## src/rtl/rx_timer_pkg.sv

```systemverilog
// rx_timer_pkg: shared types and constants for the receive bit timer.
//   rx_timer_state_t : sequencing states of rx_bit_timer
//   MIN_DIV          : smallest divisor the timer will run with
package rx_timer_pkg;

  typedef enum logic [1:0] {
    IDLE,
    ALIGN,
    SAMPLE,
    DONE
  } rx_timer_state_t;

  localparam int unsigned MIN_DIV = 2;

endpackage

```

## src/rtl/rx_phase_counter.sv

```systemverilog
// rx_phase_counter: phase up-counter with a registered rollover pulse.
//   clk_i          : clock, rising edge
//   n_rst_i        : synchronous active-low reset
//   clr_i          : clear count to zero (priority over enable)
//   en_i           : advance the count by one
//   rollover_val_i : number of counts per phase period for the coming cycle
//   rollover_o     : registered; high during the cycle whose closing edge
//                    brings the phase to rollover_val_i (count clears there)
module rx_phase_counter #(
  parameter int unsigned WIDTH = 8
) (
  input  logic             clk_i,
  input  logic             n_rst_i,
  input  logic             clr_i,
  input  logic             en_i,
  input  logic [WIDTH-1:0] rollover_val_i,
  output logic             rollover_o
);

  logic [WIDTH-1:0] count_q, count_d;
  logic             roll_q, roll_d;
  logic [WIDTH:0]   count_inc;

  // The pulse is precomputed one cycle ahead from the next count value so
  // that the consumer can act on the very edge where the phase reaches the
  // target while still seeing a flop output. rollover_val_i must therefore
  // carry the target that applies in the following cycle.
  always_comb begin
    count_d = count_q;
    if (clr_i) begin
      count_d = '0;
    end else if (en_i) begin
      count_d = roll_q ? '0 : count_q + WIDTH'(1);
    end
    count_inc = {1'b0, count_d} + (WIDTH + 1)'(1);
    roll_d    = (count_inc == {1'b0, rollover_val_i});
  end

  always_ff @(posedge clk_i) begin
    if (!n_rst_i) begin
      count_q <= '0;
      roll_q  <= 1'b0;
    end else begin
      count_q <= count_d;
      roll_q  <= roll_d;
    end
  end

  assign rollover_o = roll_q;

endmodule

```

## src/rtl/rx_bit_timer.sv

```systemverilog
// rx_bit_timer: sampling timer for the serial receive path.
// After an accepted start it waits half a bit period, then pulses
// shift_strobe once per bit period until num_bits strobes have been issued,
// then pulses packet_done.
//   clk          : system clock, rising edge
//   n_rst        : synchronous active-low reset
//   start        : one-cycle start pulse; ignored while busy
//   abort        : level; returns the timer to idle
//   clk_div      : clocks per bit period, latched on accepted start
//   num_bits     : strobes per packet, latched on accepted start
//   busy         : packet in progress
//   shift_strobe : one-cycle pulse at each bit centre
//   packet_done  : one-cycle pulse after the final strobe
//   bit_cnt      : strobes issued in the current packet
module rx_bit_timer
  import rx_timer_pkg::*;
#(
  parameter int unsigned DIV_BITS = 8,
  parameter int unsigned CNT_BITS = 4
) (
  input  logic                clk,
  input  logic                n_rst,
  input  logic                start,
  input  logic                abort,
  input  logic [DIV_BITS-1:0] clk_div,
  input  logic [CNT_BITS-1:0] num_bits,
  output logic                busy,
  output logic                shift_strobe,
  output logic                packet_done,
  output logic [CNT_BITS-1:0] bit_cnt
);

  rx_timer_state_t state_q, state_d;

  logic [DIV_BITS-1:0] div_q, div_d;
  logic [CNT_BITS-1:0] num_q, num_d;
  logic [CNT_BITS-1:0] bit_cnt_q, bit_cnt_d;
  logic [CNT_BITS-1:0] bit_cnt_inc;
  logic                busy_q, busy_d;
  logic                strobe_q, strobe_d;
  logic                done_q, done_d;

  logic [DIV_BITS-1:0] div_in;
  logic                ph_clr;
  logic                ph_en;
  logic [DIV_BITS-1:0] ph_target;
  logic                ph_roll;

  rx_phase_counter #(
    .WIDTH (DIV_BITS)
  ) u_phase (
    .clk_i          (clk),
    .n_rst_i        (n_rst),
    .clr_i          (ph_clr),
    .en_i           (ph_en),
    .rollover_val_i (ph_target),
    .rollover_o     (ph_roll)
  );

  assign div_in      = (clk_div < DIV_BITS'(MIN_DIV)) ? DIV_BITS'(MIN_DIV) : clk_div;
  assign bit_cnt_inc = bit_cnt_q + CNT_BITS'(1);
  assign ph_en       = (state_q == ALIGN) || (state_q == SAMPLE);

  // ph_target follows the state being entered, since the phase counter
  // evaluates its rollover one cycle ahead.
  always_comb begin
    state_d   = state_q;
    div_d     = div_q;
    num_d     = num_q;
    bit_cnt_d = bit_cnt_q;
    strobe_d  = 1'b0;
    done_d    = 1'b0;
    ph_clr    = 1'b0;
    ph_target = div_q;

    case (state_q)
      IDLE: begin
        if (start && !abort && (num_bits != '0)) begin
          state_d   = ALIGN;
          div_d     = div_in;
          num_d     = num_bits;
          bit_cnt_d = '0;
          ph_clr    = 1'b1;
          ph_target = div_in >> 1;
        end
      end
      ALIGN: begin
        ph_target = div_q >> 1;
        if (ph_roll) begin
          state_d   = SAMPLE;
          ph_target = div_q;
        end
      end
      SAMPLE: begin
        ph_target = div_q;
        if (ph_roll) begin
          strobe_d  = 1'b1;
          bit_cnt_d = bit_cnt_inc;
          if (bit_cnt_inc == num_q) begin
            state_d = DONE;
          end
        end
      end
      DONE: begin
        state_d = IDLE;
        done_d  = 1'b1;
      end
      default: begin
        state_d = IDLE;
      end
    endcase

    // Abort overrides whatever the state logic decided, including a
    // coincident strobe or packet_done.
    if (abort && (state_q != IDLE)) begin
      state_d   = IDLE;
      bit_cnt_d = '0;
      strobe_d  = 1'b0;
      done_d    = 1'b0;
      ph_clr    = 1'b1;
    end

    busy_d = (state_d != IDLE);
  end

  always_ff @(posedge clk) begin
    if (!n_rst) begin
      state_q   <= IDLE;
      div_q     <= '0;
      num_q     <= '0;
      bit_cnt_q <= '0;
      busy_q    <= 1'b0;
      strobe_q  <= 1'b0;
      done_q    <= 1'b0;
    end else begin
      state_q   <= state_d;
      div_q     <= div_d;
      num_q     <= num_d;
      bit_cnt_q <= bit_cnt_d;
      busy_q    <= busy_d;
      strobe_q  <= strobe_d;
      done_q    <= done_d;
    end
  end

  assign busy         = busy_q;
  assign shift_strobe = strobe_q;
  assign packet_done  = done_q;
  assign bit_cnt      = bit_cnt_q;

endmodule

```

## config.mk

```make
export PLATFORM = sky130hd
export DESIGN_NAME = rx_bit_timer
export DESIGN_NICKNAME = d
export VERILOG_FILES = /design/src/rtl/rx_timer_pkg.sv /design/src/rtl/rx_phase_counter.sv /design/src/rtl/rx_bit_timer.sv
export SDC_FILE = /design/constraint.sdc
export NUM_CORES = 1
export LEC_CHECK = 0
export BUFFER_PORTS_ARGS = -buffer_cell sky130_fd_sc_hd__clkbuf_2
export CAP_MARGIN = 25
export CORE_MARGIN = 2
export CORE_UTILIZATION = 62
export DETAILED_ROUTE_END_ITERATION = 7
export HOLD_SLACK_MARGIN = 0.08
export PLACE_DENSITY = 0.84
export SYNTH_ARGS = -nofsm -noshare
export SYNTH_HDL_FRONTEND = slang
export SYNTH_SLANG_ARGS = --single-unit
```

## constraint.sdc

```tcl
create_clock -name clk -period 8 [get_ports clk]
set_input_delay 0.8 -clock clk [delete_from_list [all_inputs] [get_ports clk]]
set_output_delay 0.8 -clock clk [all_outputs]
set_load 0.05 [all_outputs]
```

* After elaboration in Yosys (flattened, before gate mapping)
Cells that the tools add are included.
** Storage, ports and cells
- Register bits :: 30
- Input bits :: 16
- Output and inout bits :: 7
** Cells by class
- $add $sub $neg :: 3
- $lt $le $gt $ge :: 1
- Equal/unequal tests :: 7
- Mux-type cells :: 21
- Bitwise gates (word level) :: 2
- Reductions and logical operators :: 14
** Operators with widths (number)
- 8-bit two-way mux :: 6
- 8-bit case mux with 2 select lines :: 1
- 2-bit two-way mux :: 5
- 8-bit by 1-bit adder with 9-bit output, second input constant :: 1
- 9-bit by 8-bit equality test with 1-bit output :: 1
- 8-bit by 1-bit adder with 8-bit output, second input constant :: 1
- 8-bit by 2-bit less-than comparator with 1-bit output, second input constant :: 1
- 4-bit two-way mux :: 2
- 2-bit case mux with 4 select lines :: 1
- 4-bit case mux with 2 select lines :: 1
- 2-bit nonzero test :: 3
- 1-bit two-way mux :: 5
- 4-bit by 1-bit adder with 4-bit output, second input constant :: 1
- 2-bit equality test, second input constant :: 2
- 4-bit equality test :: 1
- 4-bit nonzero test :: 1
- 1-bit logical AND :: 3
- 3-bit AND reduction :: 1
- 3-bit OR reduction :: 1
- 2-bit by 1-bit equality test with 1-bit output, second input constant :: 1
- 2-bit logical NOT :: 1
- 2-bit by 1-bit != test with 1-bit output, second input constant :: 1
- 2-bit != test, second input constant :: 1
- 1-bit inverter :: 2
- 4 further kinds :: 4

* Longest topological paths before layout
- Depth after elaboration :: 9
- Depth in mapped cells :: 14

* Modules after synthesis
A second synthesis with hierarchy kept.
** Second synthesis, totals
- Cell total of the unflattened synthesis :: 233
- Area, all modules :: 1988.2 µm²
** By module, submodules not included
- rx_bit_timer :: times used 1, cells an instance 139, area each 1177.4 µm²
- rx_phase_counter :: times used 1, cells an instance 94, area each 810.8 µm²

* Worst setup path after synthesis
Ideal clock, no wire load.
- Kind :: input to register
- From :: input num_bits[3]
- To :: register u_phase.roll_q (netlist: u_phase.rollover_o)
- Setup time :: 0.092 ns
- Arrival time :: 3.052 ns
- Slack :: 4.856 ns
- Stages :: 11
- Path through :: nor4_4 o21ai_2 a21oi_1 ha_1 inv_1 or4_1 nand2b_1 nand3_1 xnor2_1 nand4_1 nor4_1
** On the way
- Word-level cells in the longest chain between the ends :: 8
** Ends and longest elaborated chain
- start, declared :: RTL line rx_bit_timer.sv:26 : input logic [CNT_BITS-1:0] num_bits,
- 4-bit nonzero test :: RTL line rx_bit_timer.sv:78 : if (start && !abort && (num_bits != '0)) begin
- 1-bit logical AND :: RTL line rx_bit_timer.sv:78
- 1-bit two-way mux :: RTL line rx_bit_timer.sv:78
- 1-bit two-way mux :: RTL line rx_bit_timer.sv:76 : case (state_q)
- 1-bit two-way mux :: RTL line rx_bit_timer.sv:115 : if (abort && (state_q != IDLE)) begin
- 8-bit two-way mux :: RTL line rx_phase_counter.sv:30 : if (clr_i) begin
- net u_phase.count_d[0] :: RTL line rx_phase_counter.sv:20 : logic [WIDTH-1:0] count_q, count_d;
- 8-bit by 1-bit adder with 9-bit output :: RTL line rx_phase_counter.sv:35 : count_inc = {1'b0, count_d} + (WIDTH + 1)'(1);
- 9-bit by 8-bit equality test with 1-bit output :: RTL line rx_phase_counter.sv:36 : roll_d = (count_inc == {1'b0, rollover_val_i});
- end signal, assigned :: RTL line rx_phase_counter.sv:45 : roll_q <= roll_d;
- end, declared :: RTL line rx_phase_counter.sv:21 : logic roll_q, roll_d;
The timed path passes the listed nets, and every way through them passes these cells.
A chain may end at the register's enable or synchronous reset.

* Final worst setup path
- From :: register state_q[0]
- To :: register u_phase.roll_q (netlist: u_phase.rollover_o)
** On the way
- Word-level cells in the longest chain between the ends :: 6
** Ends and longest elaborated chain
- start, declared :: RTL line rx_bit_timer.sv:33 : rx_timer_state_t state_q, state_d;
- start signal, assigned :: RTL line rx_bit_timer.sv:136 : state_q <= state_d;
- 2-bit by 1-bit equality test with 1-bit output, or another cell as far along :: RTL line rx_bit_timer.sv:62 : assign ph_en = (state_q == ALIGN) || (state_q == SAMPLE);
- 1-bit logical OR, or another cell as far along :: RTL line rx_bit_timer.sv:62
- 8-bit two-way mux / 1-bit two-way mux (equally long branches) :: RTL line rx_phase_counter.sv:32, rx_bit_timer.sv:115
- 8-bit two-way mux (*) :: RTL line rx_phase_counter.sv:30
- net u_phase.count_d[0] :: RTL line rx_phase_counter.sv:20
- 8-bit by 1-bit adder with 9-bit output (*) :: RTL line rx_phase_counter.sv:35
- 9-bit by 8-bit equality test with 1-bit output (*) :: RTL line rx_phase_counter.sv:36
The timed path passes the listed nets; every way through them passes the cells marked *.

==> qor.yml <==
outcome: "complete, but fails checks"
violations: "DRC"
clock_path_buffers: 2
die_y_um: 58.9
ys_types: 44
critPathMaxStageDelay_ps: 540
synth_area_mm2: 0.00187
clk_latency_ps: 330
final_layout_size_suffix_gt1_share_pct: 14.6
drc: 1
wl_met2_mm: 1.77
design.die.area_mm2: 0.00347
wl_met1_mm: 1.95
n_antenna_cell: 0
hold_ws_ps: 473
core_area_mm2: 0.00281
power_uw: 500
vias: 1689
wl_per_cell_um: 14.1
root_buffer: "clkbuf_4"
area_growth_pct: 9.64
gp_congestion: 0.846
htreeDepth: 2
row_count: 19
first_global_vias: 1500
initial_core_util_pct: 66.6
portBuffers: 22
grt_pass1_wl_mm: 6.87
worst_pin_slew_ps: 642
worstPathArrival_ps: 3680
ctsResizeCount: 0
final-setup-viol-count: 0
synth_largest_area_cell: "dfxtp_1"
worstSetupEndpointType: "flop"
place_area_mm2: 0.00199
track_usage_pct: 25.8
die_w_um: 58.9
synthCells: 231
worst_clock_skew_ps: 5.46
r2r_slack_ps: 4550
required_ps: 8240
p_per_area_mw_per_mm2: 244
numCtsBuffers: 5
hp-start: "div_q[0]$_SDFFE_PN0P_"
dr.pass1.iters: 8
ys_ff_latch: 30
yosysTopAreaCellShare_pct: 32.2
synthTopCellsByArea: "dfxtp_1, nand2_1, ha_1, xnor2_1, xor2_1"
min_path_type: "flop to flop"
fin_nets: 278
final-max-slew-violation-count: 0
period_minus_slack_ps: 3450
start_kind: "flop"
synth_edf_count: 0
vias_per_cell: 5.95
cap_viol_max_count: 0
syn_nets: 255
crit_fanout: 11
cp_top_family: "simple AND/OR/NAND/NOR gates"
grt_max_degree: 23
cts_tree: "done"
drtIter0Drc: 140
worst-path-buf-inv: 2
ir_drop_mv: 0.145
yosysWarningCount: 0
dp_hpwl_mm: 3.01
clkSinkCount: 30
final_hold_viol_count: 0
rsz0062_at_grt: "false"
slowest_stage: "or4_1"
holdPathEnd: "div_q[0]$_SDFFE_PN0P_"
syn_avg_cell_area_um2: 8.09
slew_headroom_pct: 57.1
design_area_mm2: 0.00205
max_freq_mhz: 290
ys.flop_type: "dfxtp_1"
clk_pin_slew_ps: 90
routed.top_layer: "met4"
dr_wl_met3_um: 236
ios: 23
synth.yosys.seq_area_share_pct: 32.2
reg2reg_depth: 13
ys_async_sr_fraction_pct: 0
crit_chain: "inv_1 -> ha_1 -> nor2b_1 -> nand2_1 -> a21oi_1 -> ha_1 -> inv_1 -> or4_1 -> nand2b_1 -> nand3_1 -> xnor2_1 -> nand4_1 -> nor4_1"
r2r_start: "state_q[0]$_SDFF_PN0_"
post-cts-setup-buffers: 0
final_antenna_net_count: 0
grt_remaining_overflow: 0
worstReg2RegEnd: "u_phase.rollover_o$_SDFF_PN0_"
drt-total-wl_mm: 4.01
min_path_cells: 2
p_leak_nw: 0.806
fin_crit_sh_pct: 43.1
fin_setup_tns_ps: 0
holdBufCountCts: 0
fillCellCount: 249
criticalPathCategory: "flop to flop"
antenna_found_initial: 0
-- cells in the final DEF, fill, tap and decap left out, types with 2 or more instances in the layout --
master	count
nand3_1	6
a221oi_1	2
and3_1	4
dfxtp_1	30
inv_1	8
o21ai_2	2
xor2_1	11
a21oi_1	11
o211ai_1	4
nor3_1	3
nand4_1	6
nor2_1	21
ha_1	8
a21boi_0	11
nand3b_1	2
nor4_1	2
nor2b_1	6
clkbuf_4	5
xnor2_1	11
nand2b_1	5
clkbuf_2	22
nand2_1	34
o21ai_0	7
a222oi_1	6
and2_1	5
or2_2	2
-- worst register-to-register path: stages (launching register included) --
cell,delay [ps]
dfxtp_1,440
inv_1,120
ha_1,470
nor2b_1,290
nand2_1,90
a21oi_1,280
ha_1,230
inv_1,40
or4_1,540
nand2b_1,220
nand3_1,140
xnor2_1,120
nand4_1,110
nor4_1,270
-- sequential cells by signal (all words and copies together), names as in the netlist --
signal,cells
u_phase.rollover_o,1
state_q,2
div_q,8
bit_cnt,4
busy,1
u_phase.count_q,8
num_q,4
packet_done,1
shift_strobe,1
-- report_power, final --
group          switching, mW  internal, mW
logic                  0.142        0.0800
clock network         0.0516        0.0395
registers             0.0203         0.167
-- stage by stage --
stage          utilization [%]  std cells  setup slack [ps]
2_1_floorplan                -        231              4860
3_3_place_gp              70.9        277              4590
3_5_place_dp              70.9        277              4440
4_1_cts                   72.7        283              4570
5_1_grt                   73.0        284              4300
6_report                  73.0        284              4550
-- metal layers --
layer,up-vias,track usage (%)
li1,862,-
met5,-,0
met1,760,36.3
met3,5,6.15
met2,62,39.2
met4,0,7.79
-- cells by family (layout without fill, tap and decap cells) --
| kind of cell | after synthesis | count (layout) | share of synthesized area (%) |
|---|---|---|---|
| compound gates | 51 | 51 | 19.9 |
| xor+xnor | 22 | 22 | 10.3 |
| fa+ha+maj | 8 | 8 | 5.36 |
| buf+inv | 15 | 37 | 3.08 |
| flops | 30 | 30 | 32.2 |
| mux | 1 | 1 | 0.536 |
| simple gates | 104 | 104 | 28.7 |
-- worst max path at each step --
stage,startpoint,to,depth (start not counted)
floorplan,num_bits[3],u_phase.rollover_o$_SDFF_PN0_,11
detailed placement,num_bits[3],u_phase.rollover_o$_SDFF_PN0_,12
finish,state_q[0]$_SDFF_PN0_,u_phase.rollover_o$_SDFF_PN0_,13
global placement,num_bits[3],u_phase.rollover_o$_SDFF_PN0_,12
global route,state_q[1]$_SDFF_PN0_,u_phase.rollover_o$_SDFF_PN0_,13
CTS,state_q[0]$_SDFF_PN0_,u_phase.rollover_o$_SDFF_PN0_,13
-- cells in the mapped netlist, drive strengths merged (3+ instances only) --
cell	count
o21ai	10
nor2	21
and3	4
dfxtp	30
a21oi	11
nand2	34
xnor2	11
inv	8
nand3	7
o211ai	4
nand2b	5
nor4	3
a222oi	6
xor2	11
clkbuf	5
a21boi	11
nor2b	6
and2	5
nand4	6
ha	8
nor3	3
-- area by class of cell --
cell class / count / area, µm² / area share [%]
clock buffers: 6 / 51.3 / 2.50
multi-input cells: 186 / 1210 / 59.1
repair buffers: 23 / 118 / 5.74
flip-flops and latches: 30 / 601 / 29.3
well taps: 31 / 38.8 / 1.89
inverters: 8 / 30.0 / 1.47
(Power assumes the default switching activity.)
